### config.mk
export PLATFORM = sky130hd
export DESIGN_NAME = open_list_queue_flat
export DESIGN_NICKNAME = d
export VERILOG_FILES = /design/src/rtl/open_list_queue_pkg.sv /design/src/rtl/open_list_queue_if.sv /design/src/rtl/open_list_queue_cell.sv /design/src/rtl/open_list_queue.sv /design/src/flat_wrapper.sv
export SDC_FILE = /design/constraint.sdc
export NUM_CORES = 1
export LEC_CHECK = 0
export CAP_MARGIN = 20
export CORE_MARGIN = 3
export CORE_UTILIZATION = 40
export CTS_BUF_LIST = sky130_fd_sc_hd__clkbuf_4 sky130_fd_sc_hd__clkbuf_8 sky130_fd_sc_hd__clkbuf_16
export DETAILED_ROUTE_END_ITERATION = 8
export SYNTH_ARGS = -nofsm -noshare
export SYNTH_HDL_FRONTEND = slang
export SYNTH_SLANG_ARGS = --single-unit
### constraint.sdc
create_clock -name Clk -period 5.65 [get_ports Clk]
set_clock_uncertainty 0.15 [all_clocks]
set_input_delay 1.4125 -clock Clk [delete_from_list [all_inputs] [get_ports Clk]]
set_output_delay 1.4125 -clock Clk [all_outputs]
set_load 0.005 [all_outputs]
### src/rtl/open_list_queue_pkg.sv
// Shared A* open-list types: default widths, entry layout, FSM and cell-op encodings.
package open_list_queue_pkg;

  localparam int OL_DEPTH  = 16;
  localparam int OL_NODE_W = 8;
  localparam int OL_COST_W = 10;

  typedef struct packed {
    logic [OL_COST_W-1:0] f;
    logic [OL_NODE_W-1:0] node;
  } ol_entry_t;

  typedef enum logic [1:0] {
    ST_IDLE  = 2'd0,
    ST_SCAN  = 2'd1,
    ST_WRITE = 2'd2
  } ol_state_t;

  typedef enum logic [1:0] {
    OP_HOLD = 2'd0,
    OP_LOAD = 2'd1,
    OP_UP   = 2'd2,
    OP_DOWN = 2'd3
  } cell_op_t;

endpackage

### src/rtl/open_list_queue_if.sv
// Insert/pop handshake between the open list and its neighbour expander / search engine.
interface open_list_queue_if #(
  parameter int NODE_W = 8,
  parameter int COST_W = 10
);
  logic              ins_valid;
  logic              ins_ready;
  logic [NODE_W-1:0] ins_node;
  logic [COST_W-1:0] ins_f;
  logic              pop_valid;
  logic              pop_req;
  logic [NODE_W-1:0] pop_node;
  logic [COST_W-1:0] pop_f;

  modport master (
    output ins_valid, ins_node, ins_f, pop_req,
    input  ins_ready, pop_valid, pop_node, pop_f
  );

  modport slave (
    input  ins_valid, ins_node, ins_f, pop_req,
    output ins_ready, pop_valid, pop_node, pop_f
  );
endinterface

### src/rtl/open_list_queue_cell.sv
// One open-list slot: valid + {f,node} register, key compares, and the shift/load mux.
module open_list_queue_cell
  import open_list_queue_pkg::*;
#(
  parameter int NODE_W = OL_NODE_W,
  parameter int COST_W = OL_COST_W
) (
  input  logic              clk,
  input  logic              rst,
  input  cell_op_t          op,
  input  logic              up_valid,
  input  logic [NODE_W-1:0] up_node,
  input  logic [COST_W-1:0] up_f,
  input  logic              dn_valid,
  input  logic [NODE_W-1:0] dn_node,
  input  logic [COST_W-1:0] dn_f,
  input  logic [NODE_W-1:0] key_node,
  input  logic [COST_W-1:0] key_f,
  output logic              valid,
  output logic [NODE_W-1:0] node,
  output logic [COST_W-1:0] f,
  output logic              node_eq,
  output logic              f_gt
);

  always_ff @(posedge clk) begin
    if (rst) begin
      valid <= 1'b0;
      node  <= '0;
      f     <= '0;
    end else begin
      case (op)
        OP_LOAD: begin
          valid <= 1'b1;
          node  <= key_node;
          f     <= key_f;
        end
        OP_UP: begin
          valid <= up_valid;
          node  <= up_node;
          f     <= up_f;
        end
        OP_DOWN: begin
          valid <= dn_valid;
          node  <= dn_node;
          f     <= dn_f;
        end
        default: ;
      endcase
    end
  end

  assign node_eq = valid && (node == key_node);
  assign f_gt    = valid && (f > key_f);

endmodule

### src/rtl/open_list_queue.sv
// A* open set: sorted {f,node} priority queue with duplicate merge on insert.
module open_list_queue
  import open_list_queue_pkg::*;
#(
  parameter int DEPTH  = OL_DEPTH,
  parameter int NODE_W = OL_NODE_W,
  parameter int COST_W = OL_COST_W
) (
  input  logic                       Clk,
  input  logic                       Reset,
  input  logic                       clear,
  open_list_queue_if.slave           q,
  output logic [$clog2(DEPTH+1)-1:0] count,
  output logic                       empty,
  output logic                       full,
  output logic                       dup_drop,
  output logic                       overflow
);

  localparam int CW = $clog2(DEPTH+1);

  logic              flush;
  ol_state_t         state_q, state_d;
  logic [NODE_W-1:0] key_node;
  logic [COST_W-1:0] key_f;
  logic              match_hit;
  logic [CW-1:0]     match_idx, ins_pos, count_q;

  // Slot k lives at index k+1; indices 0 and DEPTH+1 are permanent empty neighbours.
  logic [DEPTH+1:0]             v_ext;
  logic [DEPTH+1:0][NODE_W-1:0] n_ext;
  logic [DEPTH+1:0][COST_W-1:0] f_ext;
  logic [DEPTH-1:0]             node_eq, f_gt;
  cell_op_t                     cell_op [DEPTH];

  logic              accept, pop_fire, do_ins, grow, drop_dup, set_ovf;
  logic [CW-1:0]     hi;
  logic              scan_hit, pos_found;
  logic [CW-1:0]     scan_idx, scan_pos;
  logic [COST_W-1:0] old_f;

  assign flush    = Reset | clear;
  assign v_ext[0] = 1'b0;
  assign n_ext[0] = '0;
  assign f_ext[0] = '0;
  assign v_ext[DEPTH+1] = 1'b0;
  assign n_ext[DEPTH+1] = '0;
  assign f_ext[DEPTH+1] = '0;

  for (genvar g = 0; g < DEPTH; g++) begin : g_cell
    open_list_queue_cell #(
      .NODE_W (NODE_W),
      .COST_W (COST_W)
    ) u_cell (
      .clk      (Clk),
      .rst      (flush),
      .op       (cell_op[g]),
      .up_valid (v_ext[g]),
      .up_node  (n_ext[g]),
      .up_f     (f_ext[g]),
      .dn_valid (v_ext[g+2]),
      .dn_node  (n_ext[g+2]),
      .dn_f     (f_ext[g+2]),
      .key_node (key_node),
      .key_f    (key_f),
      .valid    (v_ext[g+1]),
      .node     (n_ext[g+1]),
      .f        (f_ext[g+1]),
      .node_eq  (node_eq[g]),
      .f_gt     (f_gt[g])
    );
  end

  always_ff @(posedge Clk) begin
    if (flush) state_q <= ST_IDLE;
    else       state_q <= state_d;
  end

  always_comb begin
    state_d = state_q;
    case (state_q)
      ST_IDLE:  if (accept) state_d = ST_SCAN;
      ST_SCAN:  state_d = ST_WRITE;
      ST_WRITE: state_d = ST_IDLE;
      default:  state_d = ST_IDLE;
    endcase
  end

  always_comb begin
    old_f = '0;
    for (int unsigned i = 0; i < DEPTH; i++)
      if (CW'(i) == match_idx) old_f = f_ext[i+1];
  end

  always_comb begin
    q.ins_ready = (state_q == ST_IDLE);
    q.pop_valid = (state_q == ST_IDLE) && (count_q != '0);
    accept      = q.ins_valid && q.ins_ready;
    pop_fire    = q.pop_valid && q.pop_req;
    do_ins      = 1'b0;
    grow        = 1'b0;
    drop_dup    = 1'b0;
    set_ovf     = 1'b0;
    hi          = '0;
    if (state_q == ST_WRITE) begin
      if (match_hit) begin
        // ins_pos <= match_idx here, so the shift window closes over the stale copy.
        if (key_f >= old_f) drop_dup = 1'b1;
        else begin
          do_ins = 1'b1;
          hi     = match_idx;
        end
      end else if (!full) begin
        do_ins = 1'b1;
        grow   = 1'b1;
        hi     = count_q;
      end else begin
        set_ovf = 1'b1;
        if (key_f < f_ext[DEPTH]) begin
          do_ins = 1'b1;
          hi     = CW'(DEPTH-1);
        end
      end
    end
  end

  always_comb begin
    for (int unsigned i = 0; i < DEPTH; i++) begin
      cell_op[i] = OP_HOLD;
      if (pop_fire) cell_op[i] = OP_DOWN;
      else if (do_ins) begin
        if (CW'(i) == ins_pos)                     cell_op[i] = OP_LOAD;
        else if (CW'(i) > ins_pos && CW'(i) <= hi) cell_op[i] = OP_UP;
      end
    end
  end

  // Valid slots are contiguous and sorted, so the first f > key is the stable insert point.
  always_comb begin
    scan_hit  = 1'b0;
    scan_idx  = '0;
    pos_found = 1'b0;
    scan_pos  = count_q;
    for (int unsigned i = 0; i < DEPTH; i++) begin
      if (node_eq[i] && !scan_hit) begin
        scan_hit = 1'b1;
        scan_idx = CW'(i);
      end
      if (f_gt[i] && !pos_found) begin
        pos_found = 1'b1;
        scan_pos  = CW'(i);
      end
    end
  end

  always_ff @(posedge Clk) begin
    if (flush) begin
      count_q   <= '0;
      key_node  <= '0;
      key_f     <= '0;
      match_hit <= 1'b0;
      match_idx <= '0;
      ins_pos   <= '0;
      dup_drop  <= 1'b0;
      overflow  <= 1'b0;
    end else begin
      dup_drop <= drop_dup;
      if (set_ovf) overflow <= 1'b1;
      if (accept) begin
        key_node <= q.ins_node;
        key_f    <= q.ins_f;
      end
      if (state_q == ST_SCAN) begin
        match_hit <= scan_hit;
        match_idx <= scan_idx;
        ins_pos   <= scan_pos;
      end
      if (pop_fire)  count_q <= count_q - CW'(1);
      else if (grow) count_q <= count_q + CW'(1);
    end
  end

  assign q.pop_node = n_ext[1];
  assign q.pop_f    = f_ext[1];
  assign count      = count_q;
  assign empty      = (count_q == '0);
  assign full       = (count_q == CW'(DEPTH));

endmodule

### src/flat_wrapper.sv
// flat-port wrapper written by rule: the top's interface ports become plain ports
module open_list_queue_flat import open_list_queue_pkg::*;
#(
  parameter int DEPTH  = OL_DEPTH,
  parameter int NODE_W = OL_NODE_W,
  parameter int COST_W = OL_COST_W
)
  (Clk, Reset, clear, count, empty, full, dup_drop, overflow, q_ins_valid, q_ins_node, q_ins_f, q_pop_req, q_ins_ready, q_pop_valid, q_pop_node, q_pop_f);
  open_list_queue_if #(.NODE_W(NODE_W), .COST_W(COST_W)) q_i ();
  input  logic Clk;
  input  logic Reset;
  input  logic clear;
  output logic [$clog2(DEPTH+1)-1:0] count;
  output logic empty;
  output logic full;
  output logic dup_drop;
  output logic overflow;
  input wire logic [$bits(q_i.ins_valid)-1:0] q_ins_valid;
  input wire logic [$bits(q_i.ins_node)-1:0] q_ins_node;
  input wire logic [$bits(q_i.ins_f)-1:0] q_ins_f;
  input wire logic [$bits(q_i.pop_req)-1:0] q_pop_req;
  output wire logic [$bits(q_i.ins_ready)-1:0] q_ins_ready;
  output wire logic [$bits(q_i.pop_valid)-1:0] q_pop_valid;
  output wire logic [$bits(q_i.pop_node)-1:0] q_pop_node;
  output wire logic [$bits(q_i.pop_f)-1:0] q_pop_f;
  assign q_i.ins_valid = q_ins_valid;
  assign q_i.ins_node = q_ins_node;
  assign q_i.ins_f = q_ins_f;
  assign q_i.pop_req = q_pop_req;
  assign q_ins_ready = q_i.ins_ready;
  assign q_pop_valid = q_i.pop_valid;
  assign q_pop_node = q_i.pop_node;
  assign q_pop_f = q_i.pop_f;
  open_list_queue #(.DEPTH(DEPTH), .NODE_W(NODE_W), .COST_W(COST_W)) u_core (.Clk(Clk), .Reset(Reset), .clear(clear), .q(q_i), .count(count), .empty(empty), .full(full), .dup_drop(dup_drop), .overflow(overflow));
endmodule
==> impl_metrics.yaml <==
drt:
  detail-route-antenna-nets: 0
  avgRoutedWirePerCell_um: 30.5
  vias: 25800
  detailedRoute.firstPassIterationCount: 7
  detail_route.drc_violations: 0
  drt-initial-drc-count: 3555
  vias_per_cell: 6.86
  finalWirelength_um: 115000
min_path:
  min_path_type: "flip-flop to flip-flop"
floorplanning:
  die_w_um: 250
  boundaryPins: 52
  initial_core_util_pct: 40.9
  height_of_the_chip_um: 250
  rows: 88
  design.die.area_mm2: 0.0625
  coreArea_mm2: 0.0582
synth:
  ys.warnings.count: 0
  synth_top_flop_cell: "sky130_fd_sc_hd__dfxtp_1"
  async_flop_share_pct: 0
  post_synth.cell_area_avg_um2: 8.14
  post_synthesis_cells: 2923
  synth-edff-count: 0
  synth_fp_nets: 3119
  synth_seq_cells: 341
  synthesis.area_mm2: 0.0238
  synth_cell_type_count: 90
  synth-seq-area-share_pct: 28.7
layout:
  layout_cell_share_with_drive_strength_beyond_1_pct: 12.7
  num-fill-cells: 5649
  antennaDiodeCount: 0
  finished_core_util_pct: 47.0
  design.final.nets: 3165
  area_growth_syn_to_layout_pct: 15.1
cts:
  clock_sinks: 341
  htreeDepth: 2
  cts_tree: "yes"
  clk_transition_reported_paths_ps: 70
  tritoncts.num_buffers: 43
  cts-root-to-sink-buffers: 3
  clockRootBuffer: "sky130_fd_sc_hd__clkbuf_16"
  clock_insertion_delay_worst_skew_ps: 590
sta:
  holdWs_ps: 318
  fin_setup_tns_ps: 0
  finalHoldViolations: 0
  finalCritPeriodShare_pct: 96.4
  finalSetupViolations: 0
  rsz0062_at_grt: "no"
  tightestPinTransition_ps: 1170
  layout_min_cycle_time_ps: 5450
  timing.final.max_slew_violations: 0
  fmax_mhz: 184
  max-slew-margin-rel_pct: 22.2
status:
  outcome: "finished, final reports clean"
power:
  power.leakage_nw: 10.7
  vdd_ir_drop_max_v: 0.000233
  finalPower_mw: 5.84
  cellPowerDensity_mw_per_mm2: 213
placed_design:
  detailedPlacementHpwl_um: 85400
  portBuffers: 51
  place_congestion: 1.02
global_route:
  wire_length_of_the_first_global_routing_pass_um: 166000
  grt_overflow: 0
  track_usage_pct: 35.1
  grt_start_max_net_pins: 115
  grt_antenna_before_repair: 2
  first_global_vias: 24100
setup_path:
  crit_path_max_fanout: 16
  criticalPathCategory: "flip-flop to flip-flop"
  cp.arrival_ps: 5770
  critical_path.startpoint_type: "flip-flop"
  worst_ep_required_time_ps: 5970
  cp-end-kind: "flip-flop"
flow_run:
  cap_violations: 0
## cells in the mapped netlist (all sizes together) (41+ instances only)
master | number | area [um^2]
dfxtp | 341 | 6830
nand2 | 231 | 875
a21oi | 220 | 1100
o21ai | 195 | 976
clkbuf | 194 | 728
ha | 172 | 2150
nor2 | 168 | 638
nand3 | 102 | 510
inv | 100 | 375
a22oi | 90 | 681
mux2i | 90 | 901
nor3 | 76 | 392
xnor2 | 71 | 622
o22ai | 64 | 400
xor2 | 61 | 534
a221oi | 54 | 473
a211oi | 53 | 403
buf | 51 | 269
o221ai | 49 | 429
nor4 | 41 | 284
## per-layer routing
| layer | up-vias | share of wire (%) | global-route usage (%) |
|---|---|---|---|
| met5 | - | 0.024 | 0 |
| met4 | 4 | 4.7 | 14.3 |
| met1 | 12700 | 42 | 48.2 |
| met3 | 289 | 12 | 9.26 |
| li1 | 11300 | - | - |
| met2 | 1600 | 42 | 51.9 |
## path summary, 6_finish.rpt
kind,from,endpoint,slack [ps],depth (start not counted)
worst max-delay path,u_core.match_idx[2]$_SDFFE_PP0N_,u_core.g_cell[15].u_cell.f[0]$_SDFFE_PP0P_,200,19
worst min-delay path,u_core.overflow$_SDFFE_PP0P_,u_core.overflow$_SDFFE_PP0P_,320,2
worst max register to register,u_core.match_idx[2]$_SDFFE_PP0N_,u_core.g_cell[15].u_cell.f[0]$_SDFFE_PP0P_,200,19
worst min register to register,u_core.overflow$_SDFFE_PP0P_,u_core.overflow$_SDFFE_PP0P_,320,2
## worst max-delay path, cell delays in order, from the launching register on
cell and delay, ps:
sky130_fd_sc_hd__dfxtp_1 340, sky130_fd_sc_hd__buf_4 210, sky130_fd_sc_hd__nor2_1 280, sky130_fd_sc_hd__a22oi_1 140, sky130_fd_sc_hd__nor3_1 270, sky130_fd_sc_hd__o22ai_1 140
sky130_fd_sc_hd__a21oi_1 290, sky130_fd_sc_hd__a221oi_1 130, sky130_fd_sc_hd__and3_1 230, sky130_fd_sc_hd__ha_1 280, sky130_fd_sc_hd__nand2_1 50, sky130_fd_sc_hd__o21ai_1 230
sky130_fd_sc_hd__a32oi_2 230, sky130_fd_sc_hd__a311oi_1 630, sky130_fd_sc_hd__nor2_1 160, sky130_fd_sc_hd__or4_1 500, sky130_fd_sc_hd__and4_1 290, sky130_fd_sc_hd__buf_4 210
sky130_fd_sc_hd__and2_4 250, sky130_fd_sc_hd__a221o_1 310
## cell type report
cell class              count  area (um^2)  share of cell area (%)
inverters                 100          380                    1.39
multi-input cells        2237        15700                    57.3
clock buffers              57         1220                    4.47
clock inverters            19          223                   0.813
repair buffers            246         2090                    7.62
flip-flops and latches    341         6830                    24.9
well taps                 765          957                    3.49
## logic make-up (layout without fill, tap and decap cells)
group	Yosys count	after routing	synth area share [%]
mux	122	122	5.68
flops	341	341	28.7
fa+ha+maj	173	173	9.12
buf+inv	345	422	5.77
compound gates	1033	1033	30.2
simple gates	777	777	15.7
xor+xnor	132	132	4.86
## per-stage QoR
stage / cells / setup WS (ps) / cell area (um^2)
6_report: 3765 / 202 / 27400
5_1_grt: 3765 / 3.91 / 27400
4_1_cts: 3764 / 65.5 / 27400
3_5_place_dp: 3688 / 94.4 / 25900
3_3_place_gp: 3686 / 123 / 25900
2_1_floorplan: 2923 / 356 / 23800
## registers in the layout, indices dropped and copies added, names as in the netlist, 4 cells and up
name,flops
u_core.g_cell.u_cell.f,160
u_core.g_cell.u_cell.node,128
u_core.g_cell.u_cell.valid,16
u_core.key_f,10
u_core.key_node,8
u_core.count,5
u_core.ins_pos,5
u_core.match_idx,4
## report_power, final
group	leakage, nW	internal [mW]	switching, mW	total, mW
combinational	7.22	0.170	0.335	0.505
clock	0.726	1.71	1.20	2.90
sequential	2.75	2.41	0.0184	2.43
total	10.7	4.29	1.55	5.84
## repair_timing
item	in CTS	in global routing
gates resized for setup	0	8
endpoints found under the setup margin	0	106
buffers inserted	0	0
hold buffers	0	0
## cells in the final DEF, fill, tap and decap left out, types with 28 or more instances in the layout
cell,count
sky130_fd_sc_hd__a211oi_1,52
sky130_fd_sc_hd__a21oi_1,218
sky130_fd_sc_hd__a221o_1,28
sky130_fd_sc_hd__a221oi_1,54
sky130_fd_sc_hd__a22oi_1,89
sky130_fd_sc_hd__a31oi_1,28
sky130_fd_sc_hd__buf_4,185
sky130_fd_sc_hd__clkbuf_16,43
sky130_fd_sc_hd__clkdlybuf4s50_1,51
sky130_fd_sc_hd__dfxtp_1,340
sky130_fd_sc_hd__ha_1,172
sky130_fd_sc_hd__inv_1,99
sky130_fd_sc_hd__mux2i_1,90
sky130_fd_sc_hd__nand2_1,229
sky130_fd_sc_hd__nand3_1,101
sky130_fd_sc_hd__nand4_1,35
sky130_fd_sc_hd__nor2_1,166
sky130_fd_sc_hd__nor3_1,74
sky130_fd_sc_hd__nor4_1,36
sky130_fd_sc_hd__o211ai_1,30
sky130_fd_sc_hd__o21ai_0,180
sky130_fd_sc_hd__o221a_2,34
sky130_fd_sc_hd__o221ai_1,49
sky130_fd_sc_hd__o22ai_1,64
sky130_fd_sc_hd__xnor2_1,71
sky130_fd_sc_hd__xor2_1,61
Power figures use the tool's default switching activity.
